<file path="config.mk">
export PLATFORM = sky130hd
export DESIGN_NAME = vga_sync_flat
export DESIGN_NICKNAME = d
export VERILOG_FILES = /design/src/rtl/vga_timing_pkg.sv /design/src/rtl/vga_sync_if.sv /design/src/rtl/vga_tick_gen.sv /design/src/rtl/vga_sync.sv /design/src/flat_wrapper.sv
export SDC_FILE = /design/constraint.sdc
export NUM_CORES = 1
export LEC_CHECK = 0
export ABC_AREA = 1
export CORE_MARGIN = 10
export CORE_UTILIZATION = 25
export CTS_BUF_LIST = sky130_fd_sc_hd__clkbuf_2 sky130_fd_sc_hd__clkbuf_4 sky130_fd_sc_hd__clkbuf_8
export DETAILED_ROUTE_END_ITERATION = 16
export HOLD_SLACK_MARGIN = 0.1
export PLACE_DENSITY = 0.51
export RECOVER_POWER = 100
export SLEW_MARGIN = 20
export SYNTH_ARGS = -nofsm -noshare
export SYNTH_HDL_FRONTEND = slang
export SYNTH_SLANG_ARGS = --single-unit
</file>
<file path="constraint.sdc">
create_clock -name clk -period 3.45 [get_ports clk]
set_clock_uncertainty 0.05 [all_clocks]
set_input_delay 0.5175 -clock clk [delete_from_list [all_inputs] [get_ports clk]]
set_output_delay 0.5175 -clock clk [all_outputs]
set_load 0.005 [all_outputs]
</file>
<file path="src/rtl/vga_timing_pkg.sv">
// Shared VGA timing defaults and derived values, for vga_sync and downstream pixel generators.
package vga_timing_pkg;

  localparam int unsigned CNT_W   = 10;
  localparam int unsigned CNT_MAX = 1 << CNT_W;

  typedef logic [CNT_W-1:0] coord_t;

  // 640x480 @ 60 Hz with a 25 MHz pixel rate
  localparam int unsigned H_DISPLAY_DEF = 640;
  localparam int unsigned H_FRONT_DEF   = 16;
  localparam int unsigned H_SYNC_DEF    = 96;
  localparam int unsigned H_BACK_DEF    = 48;
  localparam int unsigned V_DISPLAY_DEF = 480;
  localparam int unsigned V_FRONT_DEF   = 10;
  localparam int unsigned V_SYNC_DEF    = 2;
  localparam int unsigned V_BACK_DEF    = 33;

  function automatic int unsigned timing_total(int unsigned disp, int unsigned front,
                                               int unsigned sync, int unsigned back);
    return disp + front + sync + back;
  endfunction

  localparam int unsigned H_TOTAL      = timing_total(H_DISPLAY_DEF, H_FRONT_DEF, H_SYNC_DEF,
                                                      H_BACK_DEF);
  localparam int unsigned V_TOTAL      = timing_total(V_DISPLAY_DEF, V_FRONT_DEF, V_SYNC_DEF,
                                                      V_BACK_DEF);
  localparam int unsigned H_SYNC_START = H_DISPLAY_DEF + H_FRONT_DEF;
  localparam int unsigned H_SYNC_END   = H_SYNC_START + H_SYNC_DEF - 1;
  localparam int unsigned V_SYNC_START = V_DISPLAY_DEF + V_FRONT_DEF;
  localparam int unsigned V_SYNC_END   = V_SYNC_START + V_SYNC_DEF - 1;

endpackage

</file>
<file path="src/rtl/vga_sync_if.sv">
// Video timing bundle: driven by vga_sync (master), read by pixel generators (slave).
interface vga_sync_if;
  import vga_timing_pkg::*;

  coord_t pixel_x;
  coord_t pixel_y;
  logic   hsync;
  logic   vsync;
  logic   video_on;
  logic   p_tick;
  logic   frame_start;

  modport master (
    output pixel_x, pixel_y, hsync, vsync, video_on, p_tick, frame_start
  );

  modport slave (
    input pixel_x, pixel_y, hsync, vsync, video_on, p_tick, frame_start
  );
endinterface

</file>
<file path="src/rtl/vga_tick_gen.sv">
// Pixel-rate clock enable: high on alternate clk cycles (clk/2).
module vga_tick_gen (
  input  logic clk,
  input  logic reset,
  output logic p_tick
);

  logic tick_q;

  // Toggle every cycle; reset parks it low so the first enable lands one cycle after release.
  always_ff @(posedge clk) begin
    if (reset) begin
      tick_q <= 1'b0;
    end else begin
      tick_q <= ~tick_q;
    end
  end

  assign p_tick = tick_q;

endmodule

</file>
<file path="src/rtl/vga_sync.sv">
// VGA timing generator: pixel/line counters, registered syncs and frame-start pulse.
module vga_sync
  import vga_timing_pkg::*;
#(
  parameter int unsigned H_DISPLAY = H_DISPLAY_DEF,
  parameter int unsigned H_FRONT   = H_FRONT_DEF,
  parameter int unsigned H_SYNC    = H_SYNC_DEF,
  parameter int unsigned H_BACK    = H_BACK_DEF,
  parameter int unsigned V_DISPLAY = V_DISPLAY_DEF,
  parameter int unsigned V_FRONT   = V_FRONT_DEF,
  parameter int unsigned V_SYNC    = V_SYNC_DEF,
  parameter int unsigned V_BACK    = V_BACK_DEF
) (
  input  logic       clk,
  input  logic       reset,
  vga_sync_if.master vga
);

  localparam int unsigned HTotal = timing_total(H_DISPLAY, H_FRONT, H_SYNC, H_BACK);
  localparam int unsigned VTotal = timing_total(V_DISPLAY, V_FRONT, V_SYNC, V_BACK);

  // Counters are CNT_W bits wide; reject timings that would not fit.
  if (HTotal > CNT_MAX || VTotal > CNT_MAX) begin : g_bad_timing
    $error("vga_sync: H or V total exceeds counter range");
  end

  localparam coord_t HLast      = coord_t'(HTotal - 1);
  localparam coord_t VLast      = coord_t'(VTotal - 1);
  localparam coord_t HDisp      = coord_t'(H_DISPLAY);
  localparam coord_t VDisp      = coord_t'(V_DISPLAY);
  localparam coord_t HSyncStart = coord_t'(H_DISPLAY + H_FRONT);
  localparam coord_t HSyncEnd   = coord_t'(H_DISPLAY + H_FRONT + H_SYNC - 1);
  localparam coord_t VSyncStart = coord_t'(V_DISPLAY + V_FRONT);
  localparam coord_t VSyncEnd   = coord_t'(V_DISPLAY + V_FRONT + V_SYNC - 1);

  logic   p_tick;
  coord_t x_q, x_d;
  coord_t y_q, y_d;
  logic   hsync_q, hsync_d;
  logic   vsync_q, vsync_d;
  logic   frame_start_q, frame_start_d;

  vga_tick_gen u_tick_gen (
    .clk    (clk),
    .reset  (reset),
    .p_tick (p_tick)
  );

  // Next counter values; syncs decode the next state so they land in step with the counters.
  always_comb begin
    x_d           = x_q;
    y_d           = y_q;
    frame_start_d = 1'b0;
    if (p_tick) begin
      if (x_q == HLast) begin
        x_d = '0;
        if (y_q == VLast) begin
          y_d           = '0;
          frame_start_d = 1'b1;
        end else begin
          y_d = y_q + 1'b1;
        end
      end else begin
        x_d = x_q + 1'b1;
      end
    end
    hsync_d = !((x_d >= HSyncStart) && (x_d <= HSyncEnd));
    vsync_d = !((y_d >= VSyncStart) && (y_d <= VSyncEnd));
  end

  // State registers; reset overrides any wrap pending on the same edge.
  always_ff @(posedge clk) begin
    if (reset) begin
      x_q           <= '0;
      y_q           <= '0;
      hsync_q       <= 1'b1;
      vsync_q       <= 1'b1;
      frame_start_q <= 1'b0;
    end else begin
      x_q           <= x_d;
      y_q           <= y_d;
      hsync_q       <= hsync_d;
      vsync_q       <= vsync_d;
      frame_start_q <= frame_start_d;
    end
  end

  assign vga.pixel_x     = x_q;
  assign vga.pixel_y     = y_q;
  assign vga.hsync       = hsync_q;
  assign vga.vsync       = vsync_q;
  assign vga.video_on    = (x_q < HDisp) && (y_q < VDisp);
  assign vga.p_tick      = p_tick;
  assign vga.frame_start = frame_start_q;

endmodule

</file>
<file path="src/flat_wrapper.sv">
// flat-port wrapper written by rule: the top's interface ports become plain ports
module vga_sync_flat import vga_timing_pkg::*;
#(
  parameter int unsigned H_DISPLAY = H_DISPLAY_DEF,
  parameter int unsigned H_FRONT   = H_FRONT_DEF,
  parameter int unsigned H_SYNC    = H_SYNC_DEF,
  parameter int unsigned H_BACK    = H_BACK_DEF,
  parameter int unsigned V_DISPLAY = V_DISPLAY_DEF,
  parameter int unsigned V_FRONT   = V_FRONT_DEF,
  parameter int unsigned V_SYNC    = V_SYNC_DEF,
  parameter int unsigned V_BACK    = V_BACK_DEF
)
  (clk, reset, vga_pixel_x, vga_pixel_y, vga_hsync, vga_vsync, vga_video_on, vga_p_tick, vga_frame_start);
  vga_sync_if vga_i ();
  input  logic clk;
  input  logic reset;
  output wire logic [$bits(vga_i.pixel_x)-1:0] vga_pixel_x;
  output wire logic [$bits(vga_i.pixel_y)-1:0] vga_pixel_y;
  output wire logic [$bits(vga_i.hsync)-1:0] vga_hsync;
  output wire logic [$bits(vga_i.vsync)-1:0] vga_vsync;
  output wire logic [$bits(vga_i.video_on)-1:0] vga_video_on;
  output wire logic [$bits(vga_i.p_tick)-1:0] vga_p_tick;
  output wire logic [$bits(vga_i.frame_start)-1:0] vga_frame_start;
  assign vga_pixel_x = vga_i.pixel_x;
  assign vga_pixel_y = vga_i.pixel_y;
  assign vga_hsync = vga_i.hsync;
  assign vga_vsync = vga_i.vsync;
  assign vga_video_on = vga_i.video_on;
  assign vga_p_tick = vga_i.p_tick;
  assign vga_frame_start = vga_i.frame_start;
  vga_sync #(.H_DISPLAY(H_DISPLAY), .H_FRONT(H_FRONT), .H_SYNC(H_SYNC), .H_BACK(H_BACK), .V_DISPLAY(V_DISPLAY), .V_FRONT(V_FRONT), .V_SYNC(V_SYNC), .V_BACK(V_BACK)) u_core (.clk(clk), .reset(reset), .vga(vga_i));
endmodule
</file>
==> reports/summary.log <==
[cts] clock tree from TritonCTS done
[worst_setup_path] kind of critical path reg2reg
[timing] Final min period 2.45 ns
[flow_run] Maximum Capacitance Violations 0
[drt] drt first-iter violations 52
[power] leakage power of the design 0.779 nW
[worst_setup_path] Worst R2R Path Depth 7
[grt] maximum number of pins on one net before global-route repair 20
[run_status] run status finished clean
[worst_setup_path] cell at the slowest stage of the critical path sky130_fd_sc_hd__dfxtp_1
[grt] total grt overflow 0
[floorplan] DIE AREA 8990 um^2
[worst_setup_path] startpoint of the worst register-to-register path u_core.u_tick_gen.p_tick$_SDFF_PP0_
[synthesis] combinational family with the most area after synthesis simple AND/OR/NAND/NOR gates
[worst_setup_path] worst path cell trace clkinvlp_2 > nor2_1 > inv_1 > o21ai_0 > nand3_1 > nor2_1 > nand2_1
[timing] minimum setup slack in the final design 0.997 ns
[floorplan] number of top-level pins 27
[drt] wire length per cell 11.9 um
[cts] Post-CTS Resized 0
[cts] maximum buffer depth of the clock tree 2
[grt] vias in the first global route 1292
[cts] cts bufs inserted 3
[placed_design] GPL Wtd Cong 0.805
[power] Max VDD drop 149 uV
[worst_setup_path] arrival time reported for the critical path endpoint 2.58 ns
[worst_setup_path] launching element type of the critical path flop
[drt] Initial DRT Pass Iterations 4
[synthesis] Syn Nets 217
[synthesis] Simple-Gate Fraction of Synth Area 0.455
[synthesis] proportion of synthesized flip-flops having asynchronous set or reset 0
[cts] clock slew at reported path FFs 0.10 ns
[worst_setup_path] worst reg-to-reg setup slack 1.0 ns
[min_path] origin of the worst min-delay path u_core.vga.pixel_x[1]$_SDFF_PP0_
[drt] DRC 0
[worst_setup_path] worst r2r dst u_core.vga.vsync$_SDFF_PP1_
[timing] number of endpoints with negative hold slack in the final report 0
[drt] vias after detailed routing 1327
[layout] total number of nets in the final design 244
[timing] Pins Over Slew Limit 0
[power] P per Cell Area 314 nW/um^2
[grt] global-route wire length before repair 6240 um
[synthesis] Unique masters post-synth 28
[floorplan] die span in y 94.8 um
[worst_setup_path] data required time of the worst path 3.58 ns
[layout] layout overhead on the synthesized area 24.9%
[grt] Global Route Usage Sum 0.0858
[synthesis] Post-Synth XOR/XNOR Area 0.0188
[synthesis] cell type with the largest total area after synthesis sky130_fd_sc_hd__dfxtp_1
[layout] number of filler instances in the final layout 626
[synthesis] commonest cells in the synthesized netlist 49 x sky130_fd_sc_hd__nand2_1, 31 x sky130_fd_sc_hd__inv_1, 30 x sky130_fd_sc_hd__nor2_1
[layout] fraction of layout cells with a size suffix above 1 0.0672
[timing] setup repair after global routing missed its margin false
[timing] worst rel slew slack 0.513
[worst_setup_path] most frequent CP cell sky130_fd_sc_hd__nor2_1
[placed_design] setup slack after placement 1.31 ns
[synthesis] proportion of synthesized area in mux cells 0
[timing] maximum clock rate 408 MHz
[worst_setup_path] cell family with the largest share of critical-path delay simple AND/OR/NAND/NOR gates
[floorplan] Site Rows 27
[min_path] worst hold path depth 2
[worst_setup_path] combined buffer and inverter count along the critical path 2
[synthesis] YS warnings 0
[timing] portion of the clock cycle consumed by the worst path in the final layout 0.711
[worst_setup_path] Critical Path End Type flop
[worst_setup_path] Worst path max stage delay 0.77 ns
[cts] H-tree depth 1
[placed_design] number of buffer cells added on primary ports 26
[drt] Vias/cell 4.28
[synthesis] flip-flop and latch count after synthesis 24
[grt] initial antenna violation count 0
[cts] buffer cell driving the clock tree root sky130_fd_sc_hd__clkbuf_8
[synthesis] dominant cell by count in the synthesized netlist sky130_fd_sc_hd__nand2_1
[min_path] Tightest Hold Check Type reg2reg
[synthesis] Synth top area share 0.343
[cts] count of hold buffers inserted by post-cts repair 0
[placed_design] Detail Placement HPWL 2900 um
[layout] antenna diode count 0
[worst_setup_path] largest fanout on the critical path 19
[synthesis] number of enable-type register cells in the synthesized netlist 0
[cts] TritonCTS Sinks 24
[timing] endpoints failing setup 0
[floorplan] die width 94.8 um
[synthesis] post-synthesis share of cell area spent on full adders, half adders and majority gates 0.0268
[timing] slew at the pin with the worst max-slew slack 0.728 ns
[cts] clock latency on the worst-skew pair 0.27 ns
[floorplan] core region area 5470 um^2
[synthesis] cells after synthesis 212
[synthesis] Avg Cell Area, Syn 6.60 um^2
[synthesis] Compound-Gate Fraction of Synth Area 0.0465
[synthesis] most instantiated flip-flop cell in the synthesis netlist sky130_fd_sc_hd__dfxtp_1
[synthesis] leading cell types by total area after synthesis sky130_fd_sc_hd__dfxtp_1 34%, sky130_fd_sc_hd__nand2_1 13%, sky130_fd_sc_hd__inv_1 8.3%, sky130_fd_sc_hd__nor2_1 8.0%, sky130_fd_sc_hd__nand3_1 7.5%
[drt] overall routed net length 3690 um
[timing] post-route setup TNS 0 ns
[synthesis] sequential fraction of the synthesis area 0.343
[drt] post-route antenna net violation count 0
[synthesis] area of the mapped netlist 1400 um^2
[floorplan] starting density of the core 0.256
[cts] post-CTS setup buffer count 0
[min_path] worst hold endpoint u_core.vga.pixel_x[1]$_SDFF_PP0_
-- state kept, by name (all words and copies together), names as in the netlist --
register and flops:
u_core.u_tick_gen.p_tick 1, u_core.vga.frame_start 1, u_core.vga.hsync 1, u_core.vga.pixel_y 10
u_core.vga.vsync 1, u_core.vga.pixel_x 10
-- routing by layer --
| layer | vias to the layer above | wire (um) | part of all wire | global-route usage |
|---|---|---|---|---|
| met5 | - | 0 | 0 | 0 |
| met4 | 0 | 51 | 0.014 | 0.0274 |
| met2 | 28 | 1610 | 0.44 | 0.137 |
| met1 | 577 | 1750 | 0.47 | 0.107 |
| li1 | 716 | - | - | - |
| met3 | 6 | 276 | 0.075 | 0.0270 |
-- final cells by class --
type	instances	area [um^2]	area share
Tap cell	72	90.1	0.0515
Sequential cell	24	480	0.275
Clock buffer	3	41.3	0.0236
Clock inverter	1	30.0	0.0172
Inverter	34	130	0.0744
Multi-Input combinational cell	150	717	0.410
Timing Repair Buffer	26	260	0.149
-- cell usage in the layout (no fill, tap or decap) --
master                          count
sky130_fd_sc_hd__a211oi_1           1
sky130_fd_sc_hd__o21ai_0            7
sky130_fd_sc_hd__a21oi_1            3
sky130_fd_sc_hd__xnor2_1            1
sky130_fd_sc_hd__nand3_2            2
sky130_fd_sc_hd__nor2_2             4
sky130_fd_sc_hd__xor2_1             2
sky130_fd_sc_hd__or2_0              1
sky130_fd_sc_hd__nand4_1            7
sky130_fd_sc_hd__nand2_2            3
sky130_fd_sc_hd__clkbuf_8           3
sky130_fd_sc_hd__nor3_1             7
sky130_fd_sc_hd__dfxtp_1           24
sky130_fd_sc_hd__nand3_1           22
sky130_fd_sc_hd__dlygate4sd3_1     26
sky130_fd_sc_hd__nand2_1           51
sky130_fd_sc_hd__nor2_1            34
sky130_fd_sc_hd__bufinv_16          1
sky130_fd_sc_hd__inv_1             32
sky130_fd_sc_hd__nor3_2             1
sky130_fd_sc_hd__nor3b_1            1
sky130_fd_sc_hd__clkinvlp_2         1
sky130_fd_sc_hd__ha_1               3
sky130_fd_sc_hd__clkinv_2           1
-- where the power goes --
part	total, mW	internal [mW]	switching [mW]
sequential	0.286	0.279	0.00624
clock	0.249	0.155	0.0938
combinational	0.0149	0.00640	0.00845
-- per-stage QoR --
stage	std cells	hold slack, ns	power [mW]	area (um^2)	util
final	310	0.462	0.549	1750	0.320
after global routing	310	0.495	0.575	1750	0.320
after CTS	310	0.474	0.564	1800	0.329
after detailed placement	306	0.458	0.310	1730	0.316
after global placement	306	0.460	0.310	1730	0.316
after floorplan	212	0.445	0.302	1400	-
-- kinds of logic (layout without fill, tap and decap cells) --
logic type	after synthesis	in the layout
xor+xnor	3	3
buf+inv	38	64
simple gates	133	133
flops	24	24
compound gates	11	11
fa+ha+maj	3	3
-- tightest hold or removal path: cells and delay by family (launching register included) --
kind               cells  cell delay [ns]
AOI/OAI and AO/OA      1             0.06
and+or+nand+nor        1             0.06
DFF                    1             0.35
-- worst max-delay path by stage --
| stage | from | to | slack (ns) | cells past startpoint |
|---|---|---|---|---|
| after floorplan | u_core.vga.pixel_x[0]$_SDFF_PP0_ | u_core.vga.vsync$_SDFF_PP1_ | 1.88 | 10 |
| after global placement | reset | u_core.vga.hsync$_SDFF_PP1_ | 1.35 | 5 |
| after detailed placement | reset | u_core.vga.hsync$_SDFF_PP1_ | 1.31 | 5 |
| after CTS | u_core.u_tick_gen.p_tick$_SDFF_PP0_ | vga_p_tick | 1.15 | 1 |
| after global routing | u_core.u_tick_gen.p_tick$_SDFF_PP0_ | u_core.vga.vsync$_SDFF_PP1_ | 0.71 | 7 |
| final | u_core.u_tick_gen.p_tick$_SDFF_PP0_ | u_core.vga.vsync$_SDFF_PP1_ | 1.0 | 7 |
Note: power is estimated with default switching activity, not from simulation.
